## src/rtl/input_conditioner.sv

```systemverilog
// input_conditioner: N-channel synchronizer + debouncer + edge/long-press pulser
// for asynchronous, bouncing board inputs. Each channel is an independent lane.

module input_conditioner_lane #(
    parameter int SYNC_STAGES     = 2,
    parameter int DEBOUNCE_CYCLES = 4,
    parameter int HOLD_CYCLES     = 0,
    parameter bit POLARITY        = 1'b0
) (
    input  logic clk,
    input  logic rst_n,
    input  logic raw,
    output logic level,
    output logic rise,
    output logic fall,
    output logic hold
);
    localparam int                 CNT_W    = $clog2(DEBOUNCE_CYCLES + 1);
    localparam logic [CNT_W-1:0]   CNT_LAST = CNT_W'(DEBOUNCE_CYCLES - 1);

    logic [SYNC_STAGES-1:0] sync;
    logic                   sample;
    logic [CNT_W-1:0]       cnt;

    // synchronizer chain; idles at the pin's inactive level so reset exit is quiet
    always_ff @(posedge clk or negedge rst_n) begin
        if (!rst_n) sync <= {SYNC_STAGES{POLARITY}};
        else        sync <= {sync[SYNC_STAGES-2:0], raw};
    end

    // normalise to active-high
    assign sample = sync[SYNC_STAGES-1] ^ POLARITY;

    // accept a new level only after DEBOUNCE_CYCLES consecutive differing samples
    always_ff @(posedge clk or negedge rst_n) begin
        if (!rst_n) begin
            cnt   <= '0;
            level <= 1'b0;
            rise  <= 1'b0;
            fall  <= 1'b0;
        end else begin
            rise <= 1'b0;
            fall <= 1'b0;
            if (sample == level) begin
                cnt <= '0;
            end else if (cnt == CNT_LAST) begin
                level <= sample;
                rise  <= sample;
                fall  <= ~sample;
                cnt   <= '0;
            end else begin
                cnt <= cnt + CNT_W'(1);
            end
        end
    end

    generate
        if (HOLD_CYCLES > 0) begin : g_hold
            localparam int              HC_W   = $clog2(HOLD_CYCLES + 1);
            localparam logic [HC_W-1:0] HC_MAX = HC_W'(HOLD_CYCLES);
            localparam logic [HC_W-1:0] HC_PRE = HC_W'(HOLD_CYCLES - 1);
            logic [HC_W-1:0] hc;

            // count asserted cycles; saturate so each press yields one hold pulse
            always_ff @(posedge clk or negedge rst_n) begin
                if (!rst_n) begin
                    hc   <= '0;
                    hold <= 1'b0;
                end else begin
                    hold <= level && (hc == HC_PRE);
                    if (!level)             hc <= '0;
                    else if (hc != HC_MAX)  hc <= hc + HC_W'(1);
                end
            end
        end else begin : g_no_hold
            assign hold = 1'b0;
        end
    endgenerate
endmodule

module input_conditioner #(
    parameter int                 width_p           = 3,
    parameter int                 sync_stages_p     = 2,
    parameter int                 debounce_cycles_p = 4,
    parameter int                 hold_cycles_p     = 0,
    parameter logic [width_p-1:0] polarity_p        = '0
) (
    input  logic               clk_i,
    input  logic               reset_n_i,
    input  logic [width_p-1:0] raw_i,
    output logic [width_p-1:0] level_o,
    output logic [width_p-1:0] rise_o,
    output logic [width_p-1:0] fall_o,
    output logic [width_p-1:0] hold_o
);
    generate
        for (genvar i = 0; i < width_p; i++) begin : g_lane
            input_conditioner_lane #(
                .SYNC_STAGES    (sync_stages_p),
                .DEBOUNCE_CYCLES(debounce_cycles_p),
                .HOLD_CYCLES    (hold_cycles_p),
                .POLARITY       (polarity_p[i])
            ) u_lane (
                .clk  (clk_i),
                .rst_n(reset_n_i),
                .raw  (raw_i[i]),
                .level(level_o[i]),
                .rise (rise_o[i]),
                .fall (fall_o[i]),
                .hold (hold_o[i])
            );
        end
    endgenerate
endmodule

```

## config.mk

```make
export PLATFORM = sky130hd
export DESIGN_NAME = input_conditioner
export DESIGN_NICKNAME = d
export VERILOG_FILES = /design/src/rtl/input_conditioner.sv
export SDC_FILE = /design/constraint.sdc
export NUM_CORES = 1
export LEC_CHECK = 0
export ABC_AREA = 1
export CAP_MARGIN = 20
export CORE_MARGIN = 4
export CORE_UTILIZATION = 54
export DETAILED_ROUTE_END_ITERATION = 10
export GPL_ROUTABILITY_DRIVEN = 0
export HOLD_SLACK_MARGIN = 0.05
export PLACE_DENSITY = 0.9
export SYNTH_ARGS = -nofsm -noshare
export SYNTH_HDL_FRONTEND = slang
export SYNTH_SLANG_ARGS = --single-unit
```

## constraint.sdc

```tcl
create_clock -name clk_i -period 1.5 [get_ports clk_i]
set_input_delay 0.3 -clock clk_i [delete_from_list [all_inputs] [get_ports clk_i]]
set_output_delay 0.3 -clock clk_i [all_outputs]
set_load 0.005 [all_outputs]
```

==> impl_summary.txt, run 1 <==
----------------------------------------------------
[Yosys]
  Number of distinct library cells after synthesis ... 10
  Cells after Synth ... 100
  Yosys warning total ... 0
  Part of the Yosys area used for sequential elements ... 61.8%
  Post-synthesis instance area ... 972 sq um
  Number of storage elements in the synthesis netlist ... 24
  Mean post-synth cell area ... 9.72 sq um

[Power]
  Internal Dissipation ... 1.11 mW
  Worst vdd ir ... 0.755 mV
  Leakage Power ... 0.634 nW
  Final total power ... 1.60 mW
  Proportion of total power due to net switching ... 30.3%
  Seq pwr share ... 51.3%
  Switching power summed over all nets ... 484 uW
  Proportion of power drawn by the clock network ... 16.4%
  Power density over the cells ... 1420 mW/mm^2
  Combinational share of power ... 32.3%

[Worst setup path]
  R2r endpoint ... g_lane[2].u_lane.cnt[1]
  Max stage delay on crit path ... 490 ps
  Critical path launch point type ... flop
  CP top delay family ... buffers and inverters
  Register-to-Register Path Depth ... 4
  Worst Path Required ... 1200 ps
  Buffers plus inverters on the worst setup path ... 1
  Highest-delay cell along the critical path ... clkdlybuf4s50_1
  Worst setup slack for register-to-register paths ... 490 ps
  Reg-to-Reg Start ... g_lane[2].u_lane.cnt[0]
  CP Capture Type ... output pin
  Largest fanout of any net on the critical path ... 1
  Start-to-end type of the worst setup path ... reg2out
  Cells traversed along the worst timing path ... clkdlybuf4s50_1
  Data arrival time of the critical path ... 1140 ps

[Status]
  Run status ... finished clean

[Route]
  Wire length per cell ... 9.17 um
  Number of iterations in the first detailed-routing pass ... 4
  Mean number of vias per cell ... 4.42
  Post-route ant nets ... 0
  Vias ... 601
  Post-detailed-routing wire length ... 1.25 mm
  Post-route DRC ... 0
  Number of DRC markers in iteration 0 ... 7

[Cells and area]
  Antenna Cells ... 0
  Fraction of final layout cells with drive strength greater than 1 ... 9.91%
  Net count of the finished layout ... 121
  Final core utilization ... 65.6%
  Fill cells ... 126
  Synthesis-to-finish area growth ... 15.3%

[Die]
  Core area ... 0.00171 sq mm
  # rows ... 15
  Die area ... 0.00254 sq mm
  Initial core utilization ... 56.9%
  Horizontal die dimension ... 50.4 um
  Top-level I/O count ... 17
  Vertical die dimension ... 50.4 um

[Clock tree]
  Maximum level of the CTS H-tree ... 1
  Clock sink count ... 24
  Clock input transition at the sequential cells of the worst setup and hold paths ... 110 ps
  CTS Buffer Depth ... 2
  Buffer cell driving the clock tree root ... clkbuf_4
  CTS tree ... done
  Insertion delay to the later sink of the worst-skew pair ... 300 ps
  TritonCTS Buffers ... 3
  Number of hold buffers added after cts ... 0

[Placed design]
  Placed wire-length estimate ... 942 um
  Count of input and output buffers ... 13

[Global route]
  Remaining global-route overflow ... 0
  Largest net degree at the start of global routing ... 25
  Initial antenna violation count ... 0
  Wire length of the first global-routing pass ... 2.41 mm
  Via count of the first global-routing pass ... 611
  Total routing resource utilization after global routing ... 13.0%

[Flow run]
  Max-cap check violation count ... 0

[Timing]
  Fin Setup TNS ... 0 ps
  Post-route clock skew ... 1.09 ps
  Minimum clock period ... 1440 ps
  Final setup viols ... 0
  Final worst path period share ... 96.0%
  Peak clock frequency supported by timing ... 694 MHz
  Final Slew Violations ... 0
  Number of hold-slack violations in the final timing report ... 0
  Setup repair after global routing missed its margin ... false

[Min path]
  Worst Hold Class ... in2async

----------------------------------------------------
[worst max-delay path by stage]
stage / start / end / slack, ps / depth (start not counted)
3_5_place_dp: g_lane[2].u_lane.level / level_o[2] / 310 / 1
2_1_floorplan: g_lane[2].u_lane.cnt[0] / g_lane[2].u_lane.cnt[0] / 610 / 4
4_1_cts: g_lane[2].u_lane.level / level_o[2] / 20 / 1
6_report: g_lane[1].u_lane.rise / rise_o[1] / 60 / 1
3_3_place_gp: g_lane[1].u_lane.level / level_o[1] / 340 / 1
5_1_grt: g_lane[2].u_lane.fall / fall_o[2] / 7 / 1
[layout make-up]
type                       count  area (sq um)  share of cell area (%)
tap                           25          31.3                    2.79
clock buffer                   3          22.5                    2.01
timing repair buffer          18           178                    15.8
sequential                    24           601                    53.6
inverter                      16          60.1                    5.36
multi-input combinational     50           229                    20.4
[cell usage after synthesis]
master,instances,area (sq um)
conb_1,1,3.75
buf_4,12,90.1
inv_1,16,60.1
nand2_2,3,18.8
nand2_1,23,86.3
nor2_1,12,45.0
ha_1,3,37.5
dfrtp_1,24,601
nand3_1,3,15.0
nor3_1,3,15.0
[per-stage QoR]
step	std cells	hold slack, ps	instance area, sq um	setup WS [ps]
after floorplan	102	4.41	980	614
after global placement	129	332	1060	338
after detailed placement	129	337	1060	310
after CTS	135	334	1100	22.9
after global routing	136	361	1120	7.06
final	136	329	1120	59.9
[registers in the layout, indices dropped and copies added, names as in the netlist]
| register | cells |
|---|---|
| g_lane.u_lane.fall | 3 |
| g_lane.u_lane.level | 3 |
| g_lane.u_lane.sync | 6 |
| g_lane.u_lane.rise | 3 |
| g_lane.u_lane.cnt | 9 |
[power groups by stage]
stage          clock, mW  sequential [mW]  combinational [mW]
4_1_cts            0.273            0.822               0.520
2_1_floorplan          0            0.835               0.343
5_1_grt            0.300            0.834               0.608
6_report           0.262            0.819               0.515
3_5_place_dp           0            0.854               0.450
3_3_place_gp           0            0.839               0.418
[placed cells by master (no fill, tap or decap)]
cell / netlist / layout
clkbuf_4: 0 / 3
inv_1: 16 / 16
clkdlybuf4s50_1: 0 / 9
buf_4: 12 / 5
dfrtp_1: 24 / 24
nand2_1: 23 / 23
nand3_1: 3 / 3
nand2_2: 3 / 3
nor2_1: 12 / 12
dlymetal6s2s_1: 0 / 4
nor3_1: 3 / 3
conb_1: 1 / 3
ha_1: 3 / 3
[what timing repair did]
item	in CTS	in global routing
resized for setup	0	4
gates cloned	0	0
setup buffers	3	1
setup endpoints to repair	3	4
[per-layer routing]
| metal | vias up | GRT usage (%) | wire [um] |
|---|---|---|---|
| met5 | - | 0 | 0 |
| li1 | 302 | - | - |
| met1 | 281 | 14.1 | 539 |
| met2 | 13 | 22.4 | 599 |
| met3 | 5 | 3.56 | 65 |
| met4 | 0 | 8.07 | 42 |
[kinds of logic (layout without fill, tap and decap cells)]
kind of cell | Yosys count | after routing | share of synthesized area (%)
flip-flops | 24 | 24 | 61.8
buffers and inverters | 28 | 37 | 15.4
other | 1 | 3 | 0.386
AND/OR/NAND/NOR | 44 | 44 | 18.5
adder cells (fa/ha/maj) | 3 | 3 | 3.86
Note: power is estimated with default switching activity, not from simulation.
==> run 2, diff against run 1 <==
SLEW_MARGIN = 20   (was not set)
==> results of run 2 <==
Final layout, timing and power as in run 1 (identical DEF).
==> run 3, diff against run 2 <==
CORE_UTILIZATION = 53   (was 54)
SYNTH_HIERARCHICAL = 1   (was not set)
==> impl_summary.txt, run 3 <==
----------------------------------------------------
[Worst setup path]
  Worst Setup EP ... fall_o[1]
  Start-to-end type of the worst setup path ... reg2out
  Max stage delay on crit path ... 490 ps
  Reg-to-Reg Start ... g_lane[2].u_lane/level
  Buffers plus inverters on the worst setup path ... 1
  Number of cells on the critical path ... 1
  CP top delay family ... buffers and inverters
  Highest-delay cell along the critical path ... clkdlybuf4s50_1
  Data arrival time of the critical path ... 1140 ps
  Largest fanout of any net on the critical path ... 1
  CP Capture Type ... output pin
  R2r endpoint ... g_lane[2].u_lane/rise
  Register-to-Register Path Depth ... 6
  Worst setup path start ... g_lane[1].u_lane/fall
  Cells traversed along the worst timing path ... clkdlybuf4s50_1
  Worst setup slack for register-to-register paths ... 460 ps
  Worst Path Required ... 1200 ps
  Critical path launch point type ... flop

[Yosys]
  Area share of the largest cell type after synthesis ... 65.7%
  Cells after Synth ... 93
  Cell taking the most area after synthesis ... dfrtp_1
  Part of the Yosys area used for sequential elements ... 65.7%
  Net count of the mapped netlist ... 101
  Number of distinct library cells after synthesis ... 11
  Post-synthesis instance area ... 915 sq um
  Most frequently used flop master after synthesis ... dfrtp_1
  Number of storage elements in the synthesis netlist ... 24
  Most common library cells after synthesis ... dfrtp_1 (24), nand2_1 (22), inv_1 (15)
  Yosys warning total ... 6
  Number of synthesized flops with an enable pin ... 0
  Mean post-synth cell area ... 9.83 sq um
  Proportion of register bits with asynchronous set or reset after synthesis ... 100%
  Most numerous cell in the Yosys netlist ... dfrtp_1
  Ranking of synthesized cells by area ... dfrtp_1 (66%), nand2_1 (9.0%), inv_1 (6.2%)

[Timing]
  Number of hold-slack violations in the final timing report ... 0
  Setup WS post-layout ... 62.4 ps
  Post-route clock skew ... 1.23 ps
  Peak clock frequency supported by timing ... 696 MHz
  Final Slew Violations ... 0
  Minimum clock period ... 1440 ps
  Setup repair after global routing missed its margin ... false
  Final worst path period share ... 95.8%
  Final setup viols ... 0
  Fin Setup TNS ... 0 ps
  Hold slack final ... 331 ps

[Placed design]
  Dpl ws ... 306 ps
  Count of input and output buffers ... 13
  Placed wire-length estimate ... 1.01 mm

[Clock tree]
  Number of hold buffers added after cts ... 0
  CTS tree ... done
  CTS Buffer Depth ... 2
  Maximum level of the CTS H-tree ... 1
  Insertion delay to the later sink of the worst-skew pair ... 300 ps
  Clock input transition at the sequential cells of the worst setup and hold paths ... 120 ps
  Clock sink count ... 24
  TritonCTS Buffers ... 3
  Buffer cell driving the clock tree root ... clkbuf_4

[Global route]
  Via count of the first global-routing pass ... 570
  Initial antenna violation count ... 0
  Remaining global-route overflow ... 0
  Total routing resource utilization after global routing ... 13.7%
  Wire length of the first global-routing pass ... 2.46 mm
  Largest net degree at the start of global routing ... 25

[Min path]
  Worst Hold Class ... in2async

[Power]
  Proportion of total power due to net switching ... 28.2%
  Seq pwr share ... 45.7%
  Proportion of power drawn by the clock network ... 24.9%
  Worst vdd ir ... 1.11 mV
  Leakage Power ... 0.652 nW
  Power density over the cells ... 1570 mW/mm^2
  Internal Dissipation ... 1.29 mW
  Switching power summed over all nets ... 505 uW
  Combinational share of power ... 29.4%

[Route]
  Vias ... 606
  Number of DRC markers in iteration 0 ... 13
  Post-detailed-routing wire length ... 1.42 mm
  Post-route ant nets ... 0
  Number of iterations in the first detailed-routing pass ... 4
  Mean number of vias per cell ... 4.73
  Wire length per cell ... 11.1 um
  Post-route DRC ... 0

[Cells and area]
  Max reg flops ... 9
  Sequential cell area in the final layout ... 601 sq um
  Largest registers ranked by flip-flop count ... g_lane.u_lane/cnt (9), g_lane.u_lane/sync (6)
  Fill cells ... 105
  Most common cell after layout, fill and taps aside ... dfrtp_1
  Net count of the finished layout ... 121
  Antenna Cells ... 0
  Fraction of final layout cells with drive strength greater than 1 ... 12.5%
  Top library cells by usage in the layout, fill and taps aside ... dfrtp_1 (24), nand2_1 (22), inv_1 (15)
  Synthesis-to-finish area growth ... 24.8%
  Area of the multi-input gates ... 231 sq um
  Most flop-heavy register ... g_lane.u_lane/cnt

[Die]
  Top-level I/O count ... 17
  # rows ... 14
  Die area ... 0.00245 sq mm
  Core area ... 0.00158 sq mm
  Initial core utilization ... 58.0%
  Vertical die dimension ... 49.5 um
  Horizontal die dimension ... 49.5 um

[Flow run]
  Max-cap check violation count ... 0

[Status]
  Run status ... finished clean

----------------------------------------------------
## run 3: cell count changes in the layout (fill, tap and decap cells not counted)
cell / before / now
inv_2: 0 / 1
dlygate4sd2_1: 0 / 1
bufinv_16: 0 / 1
nand2_1: 23 / 22
nand2_2: 3 / 4
inv_1: 16 / 15
clkdlybuf4s50_1: 9 / 8
## run 3: worst min path at each step
stage | startpoint | endpoint | depth (start not counted)
after floorplan | reset_n_i | g_lane[0].u_lane/cnt[0] | 0
after global placement | g_lane[2].u_lane/sync[0] | g_lane[2].u_lane/sync[1] | 0
after detailed placement | g_lane[0].u_lane/sync[0] | g_lane[0].u_lane/sync[1] | 0
after CTS | reset_n_i | g_lane[1].u_lane/cnt[1] | 2
after global routing | reset_n_i | g_lane[2].u_lane/fall | 2
final | reset_n_i | g_lane[2].u_lane/rise | 2
## run 3: power by group through the flow
| stage | combinational (mW) | sequential, mW | clock [mW] |
|---|---|---|---|
| after CTS | 0.524 | 0.820 | 0.465 |
| after floorplan | 0.279 | 0.844 | 0 |
| after detailed placement | 0.451 | 0.853 | 0 |
| final | 0.528 | 0.820 | 0.446 |
| after global placement | 0.424 | 0.840 | 0 |
| after global routing | 0.609 | 0.839 | 0.487 |
## run 3: layer usage
layer	vias to the layer above	global-route usage [%]	part of all wire (%)
met4	0	8.29	1.7
li1	305	-	-
met3	2	3.92	6.5
met5	-	0	0
met1	275	15.8	42
met2	24	22.2	50
## run 3: area by class of cell
type,count,share of cell area (%)
Clock inverter,1,2.63
Timing Repair Buffer,18,15.5
Clock buffer,3,1.97
Inverter,16,5.26
Sequential cell,24,52.6
Multi-Input combinational cell,50,20.3
Tap cell,16,1.75
## run 3: cell families after synthesis
group,share of synthesized area [%]
AND/OR/NAND/NOR,20.0
flip-flops,65.7
buffers and inverters,9.03
adder cells (fa/ha/maj),4.10
other,1.23
## run 3: stage by stage
stage | total power, mW | area [sq um] | utilization (%) | instances
after global placement | 1.26 | 1050 | 66.6 | 120
final | 1.79 | 1140 | 72.4 | 128
after global routing | 1.93 | 1140 | 72.4 | 128
after detailed placement | 1.30 | 1050 | 66.6 | 120
after floorplan | 1.12 | 915 | - | 93
after CTS | 1.81 | 1120 | 71.3 | 127
## run 3: timing repair
| item | 4_1_cts | 5_1_grt |
|---|---|---|
| endpoints found under the setup margin | 4 | 4 |
| cloned | 0 | 0 |
| resized for setup | 1 | 4 |
| setup buffers | 3 | 1 |
